`config.mk`:
```
export PLATFORM = sky130hd
export DESIGN_NAME = digitron_scan_driver
export DESIGN_NICKNAME = d
export VERILOG_FILES = /design/src/rtl/digitron_scan_driver.sv
export SDC_FILE = /design/constraint.sdc
export NUM_CORES = 1
export LEC_CHECK = 0
export ABC_AREA = 0
export BUFFER_PORTS_ARGS = -buffer_cell sky130_fd_sc_hd__buf_2
export CAP_MARGIN = 0
export CORE_UTILIZATION = 40
export DETAILED_ROUTE_END_ITERATION = 12
export PLACE_DENSITY = 0.62
export SETUP_SLACK_MARGIN = 0.4
export SLEW_MARGIN = 25
export SYNTH_ARGS = -nofsm -noshare
export SYNTH_HDL_FRONTEND = slang
export SYNTH_SLANG_ARGS = --single-unit
```
`constraint.sdc`:
```
create_clock -name CLK -period 2.3 [get_ports CLK]
set_input_delay 0.46 -clock CLK [delete_from_list [all_inputs] [get_ports CLK]]
set_output_delay 0.46 -clock CLK [all_outputs]
set_load 0.02 [all_outputs]
```
`src/rtl/digitron_scan_driver.sv`:
```
// rtl/digitron_scan_driver.sv - multiplexed 7-segment scan driver with frame-aligned double buffering
module digitron_scan_driver #(
    parameter int NUM_DIGITS   = 4,      // digit positions scanned, 2..8
    parameter int SCAN_DIV     = 50000,  // CLK cycles per digit slot
    parameter int BLANK_CYC    = 500,    // all-off cycles at the start of each slot
    parameter int LZS          = 1,      // 1 = suppress leading zeros
    parameter int BLINK_FRAMES = 64      // frames per blink half-period
) (
    input  logic                    CLK,            // system clock
    input  logic                    RST,            // synchronous reset, active-high
    input  logic [4*NUM_DIGITS-1:0] data_in,        // hex nibbles, [3:0] = digit 0
    input  logic [NUM_DIGITS-1:0]   dp_in,          // decimal point per digit
    input  logic [NUM_DIGITS-1:0]   blink_in,       // blink enable per digit
    input  logic                    load,           // capture strobe
    output logic                    pending,        // captured value not yet shown
    output logic                    frame_done,     // pulse after the last slot of a frame
    output logic [7:0]              Digitron_Out,   // {dp,g,f,e,d,c,b,a}, active-high
    output logic [NUM_DIGITS-1:0]   DigitronCS_Out  // digit selects, active-low
);

    localparam int PRE_W = (SCAN_DIV > 1) ? $clog2(SCAN_DIV) : 1;
    localparam int IDX_W = $clog2(NUM_DIGITS);
    localparam int BLK_W = (BLINK_FRAMES > 1) ? $clog2(BLINK_FRAMES) : 1;

    localparam logic [PRE_W-1:0] PRE_LAST = PRE_W'(SCAN_DIV - 1);
    localparam logic [IDX_W-1:0] IDX_LAST = IDX_W'(NUM_DIGITS - 1);
    localparam logic [BLK_W-1:0] BLK_LAST = BLK_W'(BLINK_FRAMES - 1);

    logic [PRE_W-1:0]        pre;
    logic [IDX_W-1:0]        idx;
    logic [BLK_W-1:0]        blink_cnt;
    logic                    phase;

    logic [4*NUM_DIGITS-1:0] shadow_data;
    logic [NUM_DIGITS-1:0]   shadow_dp;
    logic [NUM_DIGITS-1:0]   shadow_blink;
    logic [4*NUM_DIGITS-1:0] pend_data;
    logic [NUM_DIGITS-1:0]   pend_dp;
    logic [NUM_DIGITS-1:0]   pend_blink;

    logic                    slot_end;
    logic                    frame_end;
    logic                    in_gap;
    logic [3:0]              cur_nib;
    logic                    cur_dp;
    logic                    cur_blank;
    logic [NUM_DIGITS-1:0]   cs_sel;
    logic [NUM_DIGITS-1:0]   lz_blank;
    logic                    upper_zero;

    function automatic logic [6:0] seg_decode(input logic [3:0] nib);
        case (nib)
            4'h0:    seg_decode = 7'h3f;
            4'h1:    seg_decode = 7'h06;
            4'h2:    seg_decode = 7'h5b;
            4'h3:    seg_decode = 7'h4f;
            4'h4:    seg_decode = 7'h66;
            4'h5:    seg_decode = 7'h6d;
            4'h6:    seg_decode = 7'h7d;
            4'h7:    seg_decode = 7'h07;
            4'h8:    seg_decode = 7'h7f;
            4'h9:    seg_decode = 7'h6f;
            4'ha:    seg_decode = 7'h77;
            4'hb:    seg_decode = 7'h7c;
            4'hc:    seg_decode = 7'h39;
            4'hd:    seg_decode = 7'h5e;
            4'he:    seg_decode = 7'h79;
            default: seg_decode = 7'h71;
        endcase
    endfunction

    assign slot_end  = (pre == PRE_LAST);
    assign frame_end = slot_end && (idx == IDX_LAST);
    assign in_gap    = (32'(pre) < 32'(BLANK_CYC));

    always_comb begin
        lz_blank   = '0;
        upper_zero = 1'b1;
        // Walk down from the most significant digit; a digit is a leading zero
        // while every nibble from it upwards is zero. Digit 0 is never blanked.
        for (int k = NUM_DIGITS - 1; k >= 1; k--) begin
            upper_zero  = upper_zero && (shadow_data[4*k +: 4] == 4'h0);
            lz_blank[k] = upper_zero;
        end

        cur_nib   = 4'h0;
        cur_dp    = 1'b0;
        cur_blank = 1'b0;
        cs_sel    = '1;
        for (int k = 0; k < NUM_DIGITS; k++) begin
            if (idx == IDX_W'(k)) begin
                cur_nib   = shadow_data[4*k +: 4];
                cur_dp    = shadow_dp[k];
                cur_blank = ((LZS != 0) && lz_blank[k]) || (phase && shadow_blink[k]);
                cs_sel[k] = 1'b0;
            end
        end
    end

    always_ff @(posedge CLK) begin
        if (RST) begin
            pre            <= '0;
            idx            <= '0;
            blink_cnt      <= '0;
            phase          <= 1'b0;
            shadow_data    <= '0;
            shadow_dp      <= '0;
            shadow_blink   <= '0;
            pend_data      <= '0;
            pend_dp        <= '0;
            pend_blink     <= '0;
            pending        <= 1'b0;
            frame_done     <= 1'b0;
            Digitron_Out   <= 8'h00;
            DigitronCS_Out <= '1;
        end else begin
            pre <= slot_end ? '0 : pre + 1'b1;
            if (slot_end) begin
                idx <= (idx == IDX_LAST) ? '0 : idx + 1'b1;
            end

            frame_done <= frame_end;

            if (frame_end) begin
                if (pending) begin
                    shadow_data  <= pend_data;
                    shadow_dp    <= pend_dp;
                    shadow_blink <= pend_blink;
                end
                if (blink_cnt == BLK_LAST) begin
                    blink_cnt <= '0;
                    phase     <= ~phase;
                end else begin
                    blink_cnt <= blink_cnt + 1'b1;
                end
            end

            // A load on the boundary cycle lands in pend_reg after the older
            // value has been moved to the shadow, so it waits one more frame.
            if (load) begin
                pend_data  <= data_in;
                pend_dp    <= dp_in;
                pend_blink <= blink_in;
                pending    <= 1'b1;
            end else if (frame_end) begin
                pending    <= 1'b0;
            end

            if (in_gap) begin
                DigitronCS_Out <= '1;
                Digitron_Out   <= 8'h00;
            end else begin
                DigitronCS_Out <= cs_sel;
                Digitron_Out   <= cur_blank ? 8'h00 : {cur_dp, seg_decode(cur_nib)};
            end
        end
    end

endmodule

```
==> results of run 1 <==
-- tightest hold or removal path, cell delays in order --
cell     delay (ns)
buf_2          0.07
mux2i_1        0.05
nor2_1         0.07
-- state kept, by name, indices dropped and copies added (netlist names), 6 cells and up --
signal and cells:
pend_data 16, pre 16, shadow_data 16, Digitron_Out 8
blink_cnt 6
-- final cells by class --
class / count / area (um^2)
tap: 108 / 135
inverter: 10 / 45.0
multi-input combinational: 282 / 2150
fill: 801 / 4150
clock inverter: 6 / 70.1
timing repair buffer: 64 / 414
clock buffer: 10 / 128
sequential: 87 / 1760
-- metrics by stage --
stage / hold WS (ns) / area (um^2)
2_1_floorplan: 0.430 / 3780
3_3_place_gp: 0.444 / 4070
3_5_place_dp: 0.449 / 4070
4_1_cts: 0.320 / 4420
5_1_grt: 0.328 / 4690
6_report: 0.328 / 4690
-- cell usage in the layout (no fill, tap or decap), types with 3 or more instances in the layout --
master      Yosys  final
xnor2_1         9      9
inv_4           0      3
nand2b_1        4      3
buf_6           0      4
inv_1          10      6
and3_1          3      3
nor2_1         82     79
dfxtp_2         0      5
or3_1           3      3
clkbuf_8        0     10
dfxtp_1        87     80
nor3_1          6      6
xor2_1          8      8
nand2_1        25     23
buf_2           3     40
nand3_1        15     14
and3b_1         3      3
mux2i_1        50     50
clkinvlp_4      0      3
nor4_1          5      5
buf_4           1     18
a211oi_2        0      3
ha_1           13      4
a21oi_1        15     13
ha_4            0      8
-- kinds of logic (layout without fill, tap and decap cells) --
| logic type | count (synthesis) | after routing | synth area share (%) |
|---|---|---|---|
| and+or+nand+nor | 161 | 161 | 20.4 |
| DFF | 87 | 87 | 47.0 |
| muxes | 50 | 50 | 13.5 |
| AOI/OAI and AO/OA | 40 | 41 | 7.26 |
| buffers and inverters | 31 | 90 | 3.34 |
| xor gates and xnor gates | 17 | 17 | 4.02 |
| adders and majority gates | 13 | 13 | 4.39 |
-- metal layers --
| metal | up-vias | GRT usage [%] | part of all wire, % |
|---|---|---|---|
| li1 | 1485 | - | - |
| met1 | 1377 | 21.0 | 47 |
| met3 | 17 | 4.65 | 3.1 |
| met5 | - | 0 | 0 |
| met2 | 49 | 28.8 | 48 |
| met4 | 0 | 4.94 | 1.7 |
-- report_power, final --
part / switching [W] / internal [W]
Clock: 0.000570 / 0.000510
Combinational: 0.0000577 / 0.0000530
Sequential: 0.0000213 / 0.00153
-- worst paths after layout --
kind | slack (ns) | endpoint | cells after the start | start
worst min-delay path | 0.33 | pend_data[6] | 3 | data_in[6]
worst min register to register | 0.47 | pre[0] | 1 | pre[0]
worst max register to register | 0.34 | Digitron_Out[1] | 8 | idx[1]
worst max-delay path | 0.34 | Digitron_Out[1] | 8 | idx[1]
-- timing repair --
action                     in CTS  in global routing
resized for setup              24                 37
gates cloned                    0                  1
pin swaps                       5                 12
setup endpoints to repair       9                  9
buffers inserted                4                 11
==> results.md, run 1 <==
* Status: finished clean
* Final nets at 494
* Cts-stage hold buffer count at 0
* Power Total at 0.00275 W
* Period minus WS final at 1.96 ns
* Setup Viol. Count Final at 0
* H-tree Lvls at 3
* Area of the mapped netlist at 0.00370 mm^2
* Setup_tns at 0 ns
* Post-DR wirelength/cell at 14.4 um
* Yosys warnings at 0
* Cts bufs inserted at 9
* Critical path required time at 2.58 ns
* Area of the core at 0.00885 mm^2
* Period utilization at 85.2%
* Die W at 98.2 um
* Top cells by area, synth: dfxtp_1 47%, mux2i_1 14%, nor2_1 8.3%
* Pins Over Slew Limit at 0
* CTS Root Cell: clkbuf_8
* Non-Filler Instances at 567
* Most frequent cells after synthesis: 87 x dfxtp_1, 82 x nor2_1, 50 x mux2i_1
* Worst endpoint data arrival time at 2.24 ns
* Max_slew headroom at 62.9%
* Worst IR drop on VDD at 0.373 mV
* Antenna cell count at 0
* Yosys cell types at 45
* Number of global-route vias before repair at 2798
* Drt drc at 0
* Tot GR Track Use at 16.9%
* Critical Path Start Type: register
* Placed cells at 535
* Die area at 0.00965 mm^2
* Crit end category: register
* Area delta synth->final at 26.8%
* Register clock-pin slew on the reported worst setup and hold paths at 0.09 ns
* Mean Syn Cell Area at 9.28 um^2
* CTS sink count at 87
* Largest net degree at the start of global routing at 38
* Number of flops mapped to enable cells by yosys at 0
* Vias per Instance at 5.16
* Sequential-to-total area share from yosys stat at 47.0%
* Post-route ant nets at 0
* Post-Syn Instances at 399
* Layout Utilization at 53.1%
* Worst Tran Pin Value at 0.552 ns
* Synth top area share at 47.0%
* Leakage at 2.03 nW
* Row count at 34
* CP max stage cell: a221o_2
* Synth Net Count at 439
* CP max FO at 6
* CP cell instances: inv_4 -> ha_4 -> buf_6 -> nand3b_1 -> a221o_2 -> nor2_4 -> nor3_1 -> a211oi_1
* Top_reg_cell synth: dfxtp_1
* Initial Utilization at 41.9%
* 1st-pass router iterations at 6
* Clock buffer depth at 2
* Worst Slack Setup Final at 0.340 ns
* Min-Delay Path Class: input pin to register
* Clock latency on the worst-skew pair at 0.36 ns
* WL final at 8.15 mm
* Dpl hpwl at 5.17 mm
* Max Cap Violations at 0
* GP Congestion at 0.773
* Fraction of layout cells with a size suffix above 1 at 28.5%
* Number of synthesized register bits at 87
* Vias at 2928
* Pre-CTS WS at -0.0618 ns
* Power Dens Cells at 585 mW/mm^2
* Iter 0 DRT Violations at 120
* Synth area leader: dfxtp_1
* Fin. Hold Viols at 0
* First-pass GRT wire length at 13.1 mm
* CP max stage delay at 0.51 ns
* Buf/Inv on CP at 2
* CP Class: register to register
* IO buf count at 40
* Aggregate global routing overflow at 0
* Most common cell in the netlist: dfxtp_1
* Peak Freq at 510 MHz
* Initial antenna violation count at 0
* Cell family with most CP delay: compound AO/OA/AOI/OAI gates
* Unrepaired setup endpoints after global routing: true
* Async SR Flop Fraction at 0%
* Die H at 98.2 um
* # IOs at 41
* TritonCTS clock tree: done
* Worst Clk Skew at 0.0142 ns
Note: power is estimated with default switching activity, not from simulation.
==> run 2, diff against run 1 <==
--- a/config.mk
+++ b/config.mk
@@ -7,11 +7,14 @@
 export LEC_CHECK = 0
 export ABC_AREA = 0
 export BUFFER_PORTS_ARGS = -buffer_cell sky130_fd_sc_hd__buf_2
-export CAP_MARGIN = 0
-export CORE_UTILIZATION = 40
+export CAP_MARGIN = 30
+export CELL_PAD_IN_SITES_DETAIL_PLACEMENT = 1
+export CELL_PAD_IN_SITES_GLOBAL_PLACEMENT = 2
+export CORE_UTILIZATION = 33
 export DETAILED_ROUTE_END_ITERATION = 12
-export PLACE_DENSITY = 0.62
+export PLACE_DENSITY = 0.78
 export SETUP_SLACK_MARGIN = 0.4
+export SKIP_CTS_REPAIR_TIMING = 1
 export SLEW_MARGIN = 25
 export SYNTH_ARGS = -nofsm -noshare
 export SYNTH_HDL_FRONTEND = slang
==> run 2 against run 1 <==
Sequential cell count unchanged. Clock power increased by 7%. Wire length increased by 9.9%. Critical path depth grew 2. Maximum frequency decreased by 2.8%. Clock skew decreased by 0.0066 ns. Critical endpoint is now Digitron_Out[6]. Highest routed layer unchanged.
==> results.md, run 2 (synthesis gave the netlist of run 1 again) <==
* Peak Freq at 496 MHz (-2.8%)
* Vias at 2994 (+2.3%)
* Dpl hpwl at 5.93 mm (+15%)
* Crit end category: register
* Power Total at 0.00283 W (+3.1%)
* Die area at 0.0117 mm^2 (+21%)
* Antenna cell count at 0 (unchanged)
* Largest net degree at the start of global routing at 36 (-5.3%)
* Leakage at 2.10 nW (+3.5%)
* WL final at 8.96 mm (+9.9%)
* 1st-pass router iterations at 4 (-2)
* R2R Path End: Digitron_Out[6]
* Drt drc at 0 (unchanged)
* TritonCTS clock tree: done
* Fraction of layout cells with a size suffix above 1 at 30.4% (+1.8 points)
* Die W at 108 um (+9.9%)
* Max Cap Violations at 0 (unchanged)
* Critical path required time at 2.55 ns (-0.03 ns)
* Clock buffer depth at 2 (unchanged)
* Aggregate global routing overflow at 0 (unchanged)
* Iter 0 DRT Violations at 57 (-53%)
* # IOs at 41 (unchanged)
* Comb pwr share at 4.1% (about the same)
* Storage cell area at 0.00176 mm^2 (about the same)
* Worst r2r path cells at 10 (+2)
* CP max FO at 6 (unchanged)
* Area of the core at 0.0109 mm^2 (+23%)
* Worst hold endpoint: pend_dp[0]
* Period minus WS final at 2.02 ns (+0.0559 ns)
* Most frequent cells in the layout: 81 x nor2_1, 79 x dfxtp_1, 50 x mux2i_1
* Cts bufs inserted at 9 (unchanged)
* Sw Ratio at 22.4% (-1.3 points)
* H-tree Lvls at 3 (unchanged)
* Power Dens Cells at 589 mW/mm^2 (+0.70%)
* Area delta synth->final at 29.8%
* Worst IR drop on VDD at 0.317 mV (-15%)
* Min-Delay Path Class: input pin to register
* CP Class: register to register
* Die H at 108 um (+9.9%)
* CTS Root Cell: clkbuf_8
* P_int at 0.00220 W (+4.8%)
* Clock latency on the worst-skew pair at 0.37 ns (about the same)
* Row count at 38 (+12%)
* Initial Utilization at 34.0% (-7.8 points)
* Worst Tran Pin Value at 0.423 ns (-0.129 ns)
* Worst Clk Skew at 0.00755 ns (-0.00661 ns)
* First-pass GRT wire length at 14.3 mm (+8.9%)
* Leading cell type in the layout, fill and taps excluded: nor2_1
* Vias per Instance at 4.90 (-5.1%)
* Clock power share at 41.0% (+1.7 points)
* Final nets at 506 (+2.4%)
* Max_slew headroom at 71.6% (+8.7 points)
* Worst endpoint data arrival time at 2.26 ns (+0.02 ns)
* R2R Setup Slk at 0.28 ns (-0.06 ns)
* Layout Utilization at 44.2% (-8.9 points)
* Register clock-pin slew on the reported worst setup and hold paths at 0.09 ns (about the same)
* Min-Delay Path Depth at 3 (unchanged)
* Reg2reg start: idx[0]
* Largest registers: pend_data x16, pre x16, shadow_data x16
* Post-route ant nets at 0 (unchanged)
* Number of global-route vias before repair at 3006 (+7.4%)
* Multi-input gate area at 0.00210 mm^2 (-2.0%)
* Pins Over Slew Limit at 0 (unchanged)
* Initial antenna violation count at 0 (unchanged)
* IO buf count at 40 (unchanged)
* Fin. Hold Viols at 0 (unchanged)
* Post-DR wirelength/cell at 14.7 um (+2.0%)
* Worst Hold Launch: dp_in[0]
* Status: finished clean
* Critical Path Start Type: register
* Tot GR Track Use at 15.9% (-0.98 points)
* Setup Viol. Count Final at 0 (unchanged)
* Period utilization at 87.6% (+2.4 points)
* Switching pwr at 0.000634 W (-2.3%)
* Sequential share of power at 54.9% (-1.7 points)
* CTS sink count at 87 (unchanged)
* Fillers at 1254 (+57%)
* GP Congestion at 0.771 (-0.30%)
* Unrepaired setup endpoints after global routing: true
[run 2: cell type report]
class,count,share of cell area [%]
Clock inverter,6,1.77
Clock buffer,10,2.65
Multi-Input combinational cell,281,43.8
Timing Repair Buffer,77,10.8
Tap cell,140,3.64
Sequential cell,87,36.5
Inverter,10,0.859
[run 2: layer usage]
layer | vias up | track usage (%) | part of all wire (%) | routed length (um)
met1 | 1455 | 18.3 | 44 | 3950
met4 | 0 | 7.63 | 2.1 | 186
met3 | 13 | 3.80 | 2.4 | 218
met2 | 30 | 27.7 | 51 | 4610
met5 | - | 0 | 0 | 0
li1 | 1496 | - | - | -
[run 2: through the flow]
| step | instance area [um^2] | setup WS (ns) | instances | hold slack [ns] | setup TNS [ns] |
|---|---|---|---|---|---|
| floorplan | 3780 | 0.384 | 399 | 0.430 | 0 |
| global placement | 4140 | 0.00975 | 569 | 0.441 | 0 |
| detailed placement | 4140 | -0.0542 | 569 | 0.456 | -0.108 |
| CTS | 4350 | -0.0872 | 585 | 0.302 | -0.193 |
| global route | 4810 | 0.191 | 611 | 0.315 | 0 |
| finish | 4810 | 0.284 | 611 | 0.320 | 0 |
[run 2: worst max-delay path by stage]
| stage | endpoint | slack (ns) | cells past startpoint | from |
|---|---|---|---|---|
| after global placement | Digitron_Out[0] | 0.01 | 7 | idx[0] |
| after detailed placement | Digitron_Out[0] | -0.05 | 7 | idx[0] |
| after CTS | Digitron_Out[0] | -0.09 | 7 | idx[0] |
| after global routing | Digitron_Out[6] | 0.19 | 10 | idx[0] |
| after floorplan | Digitron_Out[3] | 0.38 | 10 | idx[1] |
| final | Digitron_Out[6] | 0.28 | 10 | idx[0] |
[run 2: power groups by stage]
stage          combinational [W]  clock (W)  sequential [W]
2_1_floorplan          0.0000742          0         0.00158
3_3_place_gp            0.000115          0         0.00159
3_5_place_dp            0.000118          0         0.00159
4_1_cts                 0.000119    0.00121         0.00155
5_1_grt                 0.000133    0.00128         0.00156
6_report                0.000117    0.00116         0.00155
[run 2: critical path, cell delays in order, from the launching register on]
cell,delay (ns)
dfxtp_4,0.38
clkinvlp_4,0.12
buf_6,0.11
ha_4,0.15
nand3b_1,0.14
a221oi_4,0.31
buf_6,0.16
ha_4,0.15
nand2_1,0.09
a21oi_1,0.19
nor3_1,0.07
==> run 3, diff against run 2 <==
--- a/config.mk
+++ b/config.mk
@@ -12,6 +12,7 @@
 export CELL_PAD_IN_SITES_GLOBAL_PLACEMENT = 2
 export CORE_UTILIZATION = 33
 export DETAILED_ROUTE_END_ITERATION = 12
+export MAX_ROUTING_LAYER = met4
 export PLACE_DENSITY = 0.78
 export SETUP_SLACK_MARGIN = 0.4
 export SKIP_CTS_REPAIR_TIMING = 1
==> run 3 against run 2 <==
Core utilization did not move. Via count fell by 0.13%. Worst setup slack got worse by 0.0024 ns. Sequential power barely moved. Wire length fell by 0.35%. Cell count did not move. Worst hold slack got worse by 0.0011 ns. Critical path depth did not move. Critical path type unchanged. Largest cell class unchanged. Largest power group unchanged.
==> results.md, run 3 (synthesis gave the netlist of run 1 again) <==
* Status: finished clean
* Setup Viol. Count Final at 0 (unchanged)
* Period minus WS final at 2.02 ns (+0.00238 ns)
* CTS sink count at 87 (unchanged)
* CP Class: register to register
* Fin. Hold Viols at 0 (unchanged)
* Max Cap Violations at 0 (unchanged)
* Final instance area at 0.00481 mm^2 (unchanged)
* 1st-pass router iterations at 4 (unchanged)
* Worst Tran Pin Value at 0.423 ns (+0.000000358 ns)
* Clock latency on the worst-skew pair at 0.37 ns (about the same)
* Initial antenna violation count at 0 (unchanged)
* Fraction of layout cells with a size suffix above 1 at 30.4% (unchanged)
* Final nets at 506 (unchanged)
* Max_slew headroom at 71.6% (unchanged)
* Unrepaired setup endpoints after global routing: true
* Register clock-pin slew on the reported worst setup and hold paths at 0.09 ns (about the same)
* Most frequent cells in the layout: 81 x nor2_1, 79 x dfxtp_1, 50 x mux2i_1
* Dpl hpwl at 5.93 mm (unchanged)
* Placed cells at 569 (unchanged)
* Area of the core at 0.0109 mm^2 (unchanged)
* Drt drc at 0 (unchanged)
* IO buf count at 40 (unchanged)
* Cts bufs inserted at 9 (unchanged)
* Initial Utilization at 34.0% (unchanged)
* Layout Utilization at 44.2% (unchanged)
* Iter 0 DRT Violations at 64 (+12%)
* Worst endpoint data arrival time at 2.31 ns (+0.05 ns)
* Period utilization at 87.7% (+0.10 points)
* Worst IR drop on VDD at 0.318 mV (+0.15%)
* CP max stage delay at 0.38 ns (about the same)
* WL final at 8.93 mm (-0.35%)
* Aggregate global routing overflow at 0 (unchanged)
* Worst Clk Skew at 0.00747 ns (-0.0000724 ns)
* Power Dens Cells at 589 mW/mm^2 (about the same)
* TritonCTS clock tree: done
* CP max stage cell: dfxtp_4
* # IOs at 41 (unchanged)
* Non-Filler Instances at 611 (unchanged)
* Critical path required time at 2.59 ns (+0.04 ns)
* Die W at 108 um (unchanged)
* Post-route ant nets at 0 (unchanged)
* Pins Over Slew Limit at 0 (unchanged)
* Largest registers: pend_data x16, pre x16, shadow_data x16
* Area delta synth->final at 29.8% (unchanged)
* Tot GR Track Use at 16.4% (+0.47 points)
* Placed Area at 0.00414 mm^2 (unchanged)
* Vias at 2990 (-0.13%)
* Critical Path Start Type: register
* H-tree Lvls at 3 (unchanged)
* GP Congestion at 0.781 (+1.3%)
* CP cell instances: clkinvlp_4 -> buf_6 -> ha_4 -> nand3b_1 -> a221oi_4 -> buf_6 -> ha_4 -> nor2_4 -> nor3_2 -> a211oi_2
* Power Total at 0.00283 W (about the same)
* Leading cell type in the layout, fill and taps excluded: nor2_1
* Vias per Instance at 4.89 (-0.13%)
* Peak Freq at 496 MHz (-0.12%)
* Setup_tns at 0 ns (unchanged)
* Die H at 108 um (unchanged)
* Leakage at 2.10 nW (unchanged)
* Post-DR wirelength/cell at 14.6 um (-0.35%)
* Min-Delay Path Class: input pin to register
* Die area at 0.0117 mm^2 (unchanged)
* Antenna cell count at 0 (unchanged)
* Clock buffer depth at 2 (unchanged)
* First-pass GRT wire length at 14.3 mm (unchanged)
* Number of global-route vias before repair at 3008 (+0.067%)
* CTS Root Cell: clkbuf_8
* Row count at 38 (unchanged)
* CP max FO at 6 (unchanged)
* Largest net degree at the start of global routing at 36 (unchanged)
* Buf/Inv on CP at 3 (unchanged)
* Crit end category: register
* Cell family with most CP delay: compound AO/OA/AOI/OAI gates
==> run 3: cell counts in the layout (fill, tap and decap cells not counted) <==
No cell type changed its count.
==> run 3: worst paths after layout <==
kind	startpoint	end	slack (ns)	cells past startpoint
worst max register to register	idx[0]	Digitron_Out[1]	0.28	10
worst max-delay path	idx[0]	Digitron_Out[1]	0.28	10
worst min register to register	pre[0]	pre[0]	0.47	1
worst min-delay path	dp_in[0]	pend_dp[0]	0.32	3
==> run 3: through the flow <==
step	hold slack, ns	setup WS [ns]
finish	0.319	0.282
global route	0.313	0.191
CTS	0.302	-0.0872
detailed placement	0.456	-0.0542
global placement	0.441	0.00975
floorplan	0.430	0.384
==> run 3: final cells by class <==
type	count	area, um^2
fillers	1254	6080
repair buffers	77	518
clock inverters	6	85.1
inverters	10	41.3
clock buffers	10	128
well taps	140	175
multi-input cells	281	2100
flip-flops and latches	87	1760
==> run 3: power breakdown <==
part | internal [W] | switching, W | total, W
Clock | 0.000608 | 0.000556 | 0.00116
Sequential | 0.00153 | 0.0000198 | 0.00155
Combinational | 0.0000562 | 0.0000605 | 0.000117
==> run 3: metal layers <==
metal | track usage, % | share of wire [%] | up-vias
met5 | - | 0 | -
met3 | 4.34 | 2.7 | 11
met4 | 6.75 | 1.8 | 0
met1 | 18.4 | 44 | 1451
li1 | - | - | 1497
met2 | 27.6 | 52 | 31
==> run 3: worst reg2reg max path: stages, from the launching register on <==
cell and delay [ns]:
dfxtp_4 0.38, clkinvlp_4 0.12, buf_6 0.11, ha_4 0.15
nand3b_1 0.15, a221oi_4 0.32, buf_6 0.16, ha_4 0.21
nor2_4 0.10, nor3_2 0.05, a211oi_2 0.19
